[src/rtl/dff_pkg.sv]
// Shared definitions for the dff_counter slice.
//   MODE_WRAP / MODE_SAT : values for the SATURATE parameter
//   DEFAULT_WIDTH        : default counter width
//   pcnt_w()             : prescaler counter width, never below 1 bit
package dff_pkg;

    localparam int MODE_WRAP     = 0;
    localparam int MODE_SAT      = 1;
    localparam int DEFAULT_WIDTH = 4;

    // Width needed to hold 0..prescale-1. Clamped to 1 so a declaration
    // using it is never zero-width.
    function automatic int pcnt_w(input int prescale);
        return (prescale <= 1) ? 1 : $clog2(prescale);
    endfunction

endpackage

[src/rtl/dff_prescaler.sv]
// Prescaler for dff_counter: produces one tick every PRESCALE enabled,
// non-restarted cycles.
// Ports:
//   clk     in  clock
//   rstb    in  synchronous active-high reset
//   in      in  enable; the count holds while low
//   restart in  synchronous restart of the period (clear or load)
//   tick    out combinational: a count step happens at the next edge
module dff_prescaler
    import dff_pkg::*;
#(
    parameter int PRESCALE = 1
) (
    input  logic clk,
    input  logic rstb,
    input  logic in,
    input  logic restart,
    output logic tick
);

    localparam int PCNT_W = pcnt_w(PRESCALE);

    generate
        if (PRESCALE > 1) begin : g_div
            localparam logic [PCNT_W-1:0] LAST = PCNT_W'(PRESCALE - 1);

            logic [PCNT_W-1:0] pcnt_q;
            logic [PCNT_W-1:0] pcnt_d;

            assign tick = in & ~restart & ~rstb & (pcnt_q == LAST);

            always_comb begin
                pcnt_d = pcnt_q;
                if (restart)
                    pcnt_d = '0;
                else if (in)
                    pcnt_d = tick ? '0 : pcnt_q + PCNT_W'(1);
            end

            always_ff @(posedge clk) begin
                if (rstb)
                    pcnt_q <= '0;
                else
                    pcnt_q <= pcnt_d;
            end
        end else begin : g_nodiv
            // Every enabled cycle steps; no state is needed at all.
            logic unused_clk;
            assign unused_clk = clk;
            assign tick       = in & ~restart & ~rstb;
        end
    endgenerate

endmodule

[src/rtl/dff_counter.sv]
// WIDTH-bit loadable up/down counter register with prescaler, modulus
// MAX_VAL, wrap or saturate at the bounds, terminal count and a sticky
// over/underflow flag.
// Ports:
//   clk  in  clock
//   rstb in  synchronous active-high reset
//   in   in  enable; gates load and counting
//   ld   in  load request (needs in=1)
//   D    in  load value, clamped to MAX_VAL
//   up   in  direction, 1 = increment
//   clr  in  synchronous clear, independent of in
//   Q    out counter value (registered)
//   nQ   out ~Q
//   tc   out terminal count for the current direction
//   tick out a count step happens at the next edge
//   ovf  out sticky over/underflow flag
module dff_counter
    import dff_pkg::*;
#(
    parameter int WIDTH     = DEFAULT_WIDTH,
    parameter int MAX_VAL   = (1 << WIDTH) - 1,
    parameter int PRESCALE  = 1,
    parameter int SATURATE  = MODE_WRAP,
    parameter int RESET_VAL = 0
) (
    input  logic             clk,
    input  logic             rstb,
    input  logic             in,
    input  logic             ld,
    input  logic [WIDTH-1:0] D,
    input  logic             up,
    input  logic             clr,
    output logic [WIDTH-1:0] Q,
    output logic [WIDTH-1:0] nQ,
    output logic             tc,
    output logic             tick,
    output logic             ovf
);

    localparam logic [WIDTH-1:0] MAX_Q = WIDTH'(MAX_VAL);
    localparam logic [WIDTH-1:0] RST_Q = WIDTH'(RESET_VAL);
    localparam bit               SAT   = (SATURATE == MODE_SAT);

    logic [WIDTH-1:0] q_q, q_d;
    logic             ovf_q, ovf_d;
    logic             load;
    logic             at_max, at_zero;

    assign load    = in & ld;
    assign at_max  = (q_q == MAX_Q);
    assign at_zero = (q_q == '0);

    dff_prescaler #(
        .PRESCALE (PRESCALE)
    ) u_presc (
        .clk     (clk),
        .rstb    (rstb),
        .in      (in),
        .restart (clr | load),
        .tick    (tick)
    );

    // Reset is applied in the register block; this covers clr > load > step.
    always_comb begin
        q_d   = q_q;
        ovf_d = ovf_q;
        if (clr) begin
            q_d   = '0;
            ovf_d = 1'b0;
        end else if (load) begin
            q_d = (D > MAX_Q) ? MAX_Q : D;
        end else if (tick) begin
            if (up) begin
                if (at_max) begin
                    ovf_d = 1'b1;
                    q_d   = SAT ? MAX_Q : '0;
                end else begin
                    q_d = q_q + WIDTH'(1);
                end
            end else begin
                if (at_zero) begin
                    ovf_d = 1'b1;
                    q_d   = SAT ? '0 : MAX_Q;
                end else begin
                    q_d = q_q - WIDTH'(1);
                end
            end
        end
    end

    always_ff @(posedge clk) begin
        if (rstb) begin
            q_q   <= RST_Q;
            ovf_q <= 1'b0;
        end else begin
            q_q   <= q_d;
            ovf_q <= ovf_d;
        end
    end

    assign Q   = q_q;
    assign nQ  = ~q_q;
    assign ovf = ovf_q;
    assign tc  = (up & at_max) | (~up & at_zero);

endmodule

[config.mk]
export PLATFORM = sky130hd
export DESIGN_NAME = dff_counter
export DESIGN_NICKNAME = d
export VERILOG_FILES = /design/src/rtl/dff_pkg.sv /design/src/rtl/dff_prescaler.sv /design/src/rtl/dff_counter.sv
export SDC_FILE = /design/constraint.sdc
export NUM_CORES = 1
export LEC_CHECK = 0
export BUFFER_PORTS_ARGS = -buffer_cell sky130_fd_sc_hd__buf_2
export CAP_MARGIN = 20
export CORE_AREA = 5 5 42 44
export CTS_BUF_LIST = sky130_fd_sc_hd__clkbuf_2 sky130_fd_sc_hd__clkbuf_4 sky130_fd_sc_hd__clkbuf_8
export DETAILED_ROUTE_END_ITERATION = 10
export DIE_AREA = 0 0 47 49
export GPL_TIMING_DRIVEN = 0
export MAX_ROUTING_LAYER = met4
export SLEW_MARGIN = 10
export SYNTH_ARGS = -nofsm -noshare
export SYNTH_HDL_FRONTEND = slang
export SYNTH_HIERARCHICAL = 1
export SYNTH_SLANG_ARGS = --single-unit
[constraint.sdc]
create_clock -name clk -period 2.3 [get_ports clk]
set_input_delay 0.345 -clock clk [delete_from_list [all_inputs] [get_ports clk]]
set_output_delay 0.345 -clock clk [all_outputs]
set_load 0.02 [all_outputs]
==> results of run 1 <==
-- metrics by stage --
stage	std cells	cell area, sq um
after floorplan	46	389
after global placement	82	509
after detailed placement	82	509
after CTS	86	539
after global routing	86	539
final	86	539
-- cell usage in the layout, fill, tap and decap left out, types with 2 or more instances in the layout --
| cell | n |
|---|---|
| inv_1 | 4 |
| a21oi_1 | 2 |
| a2111oi_2 | 2 |
| clkbuf_4 | 4 |
| ha_1 | 2 |
| nor2_1 | 3 |
| xnor2_1 | 2 |
| o21ai_0 | 3 |
| buf_2 | 20 |
| nand2_1 | 5 |
| nand4_1 | 2 |
| dfxtp_1 | 5 |
-- flip-flops by register name (all words and copies together) (netlist names) --
signal  flops
ovf         1
Q           4
-- metal layers --
layer / track usage, % / vias to the layer above / part of all wire, %
met3: 2.95 / 2 / 8.3
met2: 13.1 / 18 / 43
met5: - / - / 0
li1: - / 222 / -
met4: 6.91 / 0 / 1.2
met1: 13.4 / 190 / 47
-- final timing paths --
kind                                   startpoint                 to  cells past startpoint
worst min register to register   ovf$_SDFFE_PP0P_   ovf$_SDFFE_PP0P_                      2
worst max-delay path                           in               tick                      6
worst max register to register  Q[0]$_SDFFE_PP0P_  Q[3]$_SDFFE_PP0P_                      6
worst min-delay path                          clr  Q[2]$_SDFFE_PP0P_                      2
-- kinds of logic after synthesis --
family | after synthesis
xor+xnor | 2
fa+ha+maj | 2
simple gates | 16
mux | 2
compound gates | 14
buf+inv | 5
flops | 5
-- power groups by stage --
stage	combinational (mW)	sequential, mW	clock [mW]
floorplan	0.0371	0.0986	0
finish	0.0655	0.0944	0.115
CTS	0.0662	0.0943	0.116
global placement	0.0654	0.0960	0
detailed placement	0.0658	0.0959	0
global route	0.0718	0.0947	0.124
-- cell type report --
class / instances / share of cell area, %
multi-input cells: 36 / 50.1
flip-flops and latches: 5 / 18.6
repair buffers: 20 / 18.6
clock buffers: 4 / 5.57
well taps: 16 / 3.71
inverters: 4 / 2.78
plain buffers: 1 / 0.696
-- worst max-delay path, delay by kind of cell --
| kind | cells | cell delay (ps) |
|---|---|---|
| and+or+nand+nor | 3 | 710 |
| buffers and inverters | 3 | 740 |
==> results.toml, run 1 <==
[clock_network]
clk_path_buf_depth = 2
cts_root_buf = "clkbuf_4"
numCtsBuffers = 3
ctsResizeCount = 0
cts_hold_buf = 0
cts_setup_buffers = 0
insertion_delay_ps = 240
path_clk_slew_ps = 40
cts_tree = "yes"
htree_num_levels = 1
clock_sinks = 5

[grt]
grt-ovfl-total = 0
grt_max_degree = 11
first_global_vias = 374
grt_pass1_wl_microns = 1660
antenna_found_initial = 0
grt_usage_pct = 10.3

[critical_path]
path_cells = "buf_2 > nand2_1 > clkbuf_1 > nand2b_1 > nor3b_2 > buf_2"
arrival_ps = 1790
crit_required_ps = 1960
rrSetupSlack_ps = 620
cpMostUsedCell = "buf_2"
crit_path_end_kind = "output port"
crit_type = "in -> out"
slowest_delay_ps = 500
critPathSlowestCell = "nor3b_2"
critPathLaunchType = "primary input"
cp_max_fo = 10

[yosys]
synth_top_family_by_area = "compound AO/OA/AOI/OAI gates"
synth_nets = 58
synth.area.mux_share_pct = 5.47
synth-xor-area-share_pct = 4.50
synthDominantCellAreaShare_pct = 25.7
synthAdderAreaFrac_pct = 6.43
post_synth_and_or_nand_nor_area_fraction_pct = 23.2
ys.flop_type = "dfxtp_1"
yosys_warnings = 6
ys_async_sr_fraction_pct = 0
synth_commonest_cells = "dfxtp_1 (5), nand2_1 (5), inv_1 (4)"
synth_cells = 46
ys_ff_latch = 5
synth_area_leaders = "dfxtp_1 (26%), a2111oi_2 (7.7%), ha_1 (6.4%)"
synth_edf_count = 0
synth_area_sq_um = 389
synth-seq-area-share_pct = 25.7
synth.distinct_cells = 26
synth_compound_area_share_pct = 29.9
avgSynthCellArea_sq_um = 8.46
yosys.area.top_type = "dfxtp_1"

[cells_and_area]
num-fill-cells = 162
layout-drive-gt1-share_pct = 41.4
syn_to_final_growth_pct = 38.6
multiInputGateArea_sq_um = 270
seq_area_sq_um = 100
n_antenna_cell = 0
final_core_util_pct = 38.5
fin_nets = 83

[sta]
slew_headroom_pct = 63.9
clock_skew_ps = 1.40
rsz0062_at_grt = "no"
worst_pin_slew_ps = 539
setup_tns_ps = 0
fmax_ghz = 0.469
hold_viol = 0
min_period_over_period_pct = 92.7
hold_ws_ps = 368
finalCriticalPeriod_ps = 2130
drv_slew = 0
setup_ws_ps = 168
setup_viol = 0

[floorplanning]
ioPinCount = 21
core_sq_um = 1400
initial_utilization_pct = 27.8
row_count = 14
dieArea_sq_um = 2300
die_h_microns = 49
die_w_microns = 47

[power_and_ir_drop]
seqPwrFrac_pct = 34.3
p_sw_uw = 80.7
clockPowerShare_pct = 41.9
pwr-share-comb_pct = 23.8
p_leak_nw = 0.234
total_power_uw = 275
p_int_uw = 194
peakVddDrop_v = 0.000349
p_sw_share_pct = 29.3
p_per_area_nw_per_um2 = 510

[drt]
drt_iter0_drc = 7
vias = 432
drc = 0
wire_per_inst_microns = 12.6
routed_wl_microns = 1090
firstDrtPassIters = 4
ant_nets = 0
avgViaCountPerCell = 5.02

[placement]
post-place-ws_ps = 50.8
io_buffers = 20
dp_hpwl_microns = 840
gp_congestion = 0.698

[outcome]
status = "finished, final reports clean"

[run]
drv_cap = 0

[hold_path]
hp-class = "in -> reg"
No activity file was read; power rests on OpenSTA's default activity.
==> inputs of run 2 (changes only) <==
--- a/config.mk
+++ b/config.mk
@@ -11,7 +11,6 @@
 export CTS_BUF_LIST = sky130_fd_sc_hd__clkbuf_2 sky130_fd_sc_hd__clkbuf_4 sky130_fd_sc_hd__clkbuf_8
 export DETAILED_ROUTE_END_ITERATION = 10
 export DIE_AREA = 0 0 47 49
-export GPL_TIMING_DRIVEN = 0
 export MAX_ROUTING_LAYER = met4
 export SLEW_MARGIN = 10
 export SYNTH_ARGS = -nofsm -noshare
==> run 2 against run 1 <==
Compared with the run above:
- non-clock buffer count is 1 higher
- routed wire length is 5.1% higher
- cell count is 1.2% higher
- worst setup slack better by 130 ps
- combinational power is 3% higher
- highest routed layer unchanged
==> results.toml, run 2 (synthesis results as in run 1) <==
[placement]
dpl_cell_area_sq_um = 520
gp_congestion = 0.706
post-place-ws_ps = 563
dp_hpwl_microns = 844
io_buffers = 20
placed_cells = 83

[floorplanning]
initial_utilization_pct = 27.8
row_count = 14
die_h_microns = 49
core_sq_um = 1400
die_w_microns = 47
ioPinCount = 21
dieArea_sq_um = 2300

[grt]
grt_usage_pct = 11.5
grt_pass1_wl_microns = 1890
first_global_vias = 473
grt_max_degree = 12
antenna_found_initial = 0
grt-ovfl-total = 0

[clock_network]
cts_tree = "yes"
cts_hold_buf = 0
clk_path_buf_depth = 2
clock_sinks = 5
path_clk_slew_ps = 40
cts_root_buf = "clkbuf_4"
numCtsBuffers = 3
cts_setup_buffers = 0
ctsResizeCount = 0
htree_num_levels = 1
insertion_delay_ps = 240

[cells_and_area]
final_cell_area_sq_um = 551
stdcell_count = 87
final_cell_mix = "buf_2 (20), dfxtp_1 (5), nand2_1 (5), inv_1 (4), clkbuf_4 (4)"
final_core_util_pct = 39.3
syn_to_final_growth_pct = 41.5
fin_nets = 84
layout-drive-gt1-share_pct = 43.7
final_common_cell = "buf_2"
n_antenna_cell = 0
largest_register_ffs = 4

[sta]
fmax_ghz = 0.498
rsz0062_at_grt = "no"
drv_slew = 0
setup_viol = 0
setup_ws_ps = 293
slew_headroom_pct = 70.6
hold_viol = 0
worst_pin_slew_ps = 435
finalCriticalPeriod_ps = 2010
setup_tns_ps = 0
clock_skew_ps = 0.367
min_period_over_period_pct = 87.2

[power_and_ir_drop]
p_leak_nw = 0.243
seqPwrFrac_pct = 34.0
p_sw_share_pct = 29.4
p_per_area_nw_per_um2 = 504
clockPowerShare_pct = 41.6
peakVddDrop_v = 0.000278
p_sw_uw = 81.4
pwr-share-comb_pct = 24.3
p_int_uw = 196

[drt]
vias = 460
drt_iter0_drc = 8
firstDrtPassIters = 4
met1_length_microns = 513
wire_per_inst_microns = 13.1
avgViaCountPerCell = 5.29
top_layer = "met4"
drc = 0
met3_wirelength_microns = 83
dr_wl_met2_microns = 500
ant_nets = 0
routed_wl_microns = 1140

[critical_path]
arrival_ps = 1660
crit_required_ps = 1960
cp-endpoint = "tc"
rrSetupSlack_ps = 670
cp_max_fo = 7
crit_type = "reg -> out"
r2r_end = "Q[3]$_SDFFE_PP0P_"
critPathLaunchType = "flip-flop"
startpoint = "Q[1]$_SDFFE_PP0P_"
r2r_start = "Q[1]$_SDFFE_PP0P_"
crit_path_end_kind = "output port"
ff2ff_path_depth = 6

[run]
drv_cap = 0

[outcome]
status = "finished, final reports clean"

[hold_path]
hp-class = "in -> reg"
run 2: final cells by class:
cell class / count / area [sq um]
repair buffers: 22 / 115
well taps: 16 / 20.0
fillers: 164 / 851
multi-input cells: 36 / 270
inverters: 4 / 15.0
flip-flops and latches: 5 / 100
clock buffers: 4 / 30.0
run 2: critical path, cell delays in order (launching register included):
cell and delay [ps]:
dfxtp_1 370, inv_1 120, ha_1 180, or4b_1 480
nand2_1 110, buf_2 160
run 2: through the flow:
stage	hold slack [ps]	total power [mW]
after floorplan	410	0.136
after global placement	505	0.163
after detailed placement	520	0.163
after CTS	365	0.282
after global routing	374	0.294
final	371	0.277
run 2: power groups by stage:
stage | Sequential, mW | Clock, mW | Combinational [mW]
after floorplan | 0.0986 | 0 | 0.0371
after global placement | 0.0958 | 0 | 0.0672
after detailed placement | 0.0959 | 0 | 0.0671
after CTS | 0.0943 | 0.119 | 0.0681
after global routing | 0.0947 | 0.124 | 0.0745
final | 0.0943 | 0.115 | 0.0675
run 2: worst min path at each step:
stage | cells past startpoint | slack [ps] | end | startpoint
2_1_floorplan | 1 | 410 | Q[0]$_SDFFE_PP0P_ | rstb
3_3_place_gp | 2 | 510 | ovf$_SDFFE_PP0P_ | ovf$_SDFFE_PP0P_
3_5_place_dp | 2 | 520 | ovf$_SDFFE_PP0P_ | ovf$_SDFFE_PP0P_
4_1_cts | 2 | 360 | Q[2]$_SDFFE_PP0P_ | clr
5_1_grt | 2 | 370 | Q[2]$_SDFFE_PP0P_ | clr
6_report | 2 | 370 | Q[2]$_SDFFE_PP0P_ | clr
run 2: layer usage:
layer  global-route usage [%]  up-vias
li1                         -      226
met1                     13.4      210
met2                     16.3       19
met3                     2.95        5
met4                     8.29        0
met5                        -        -
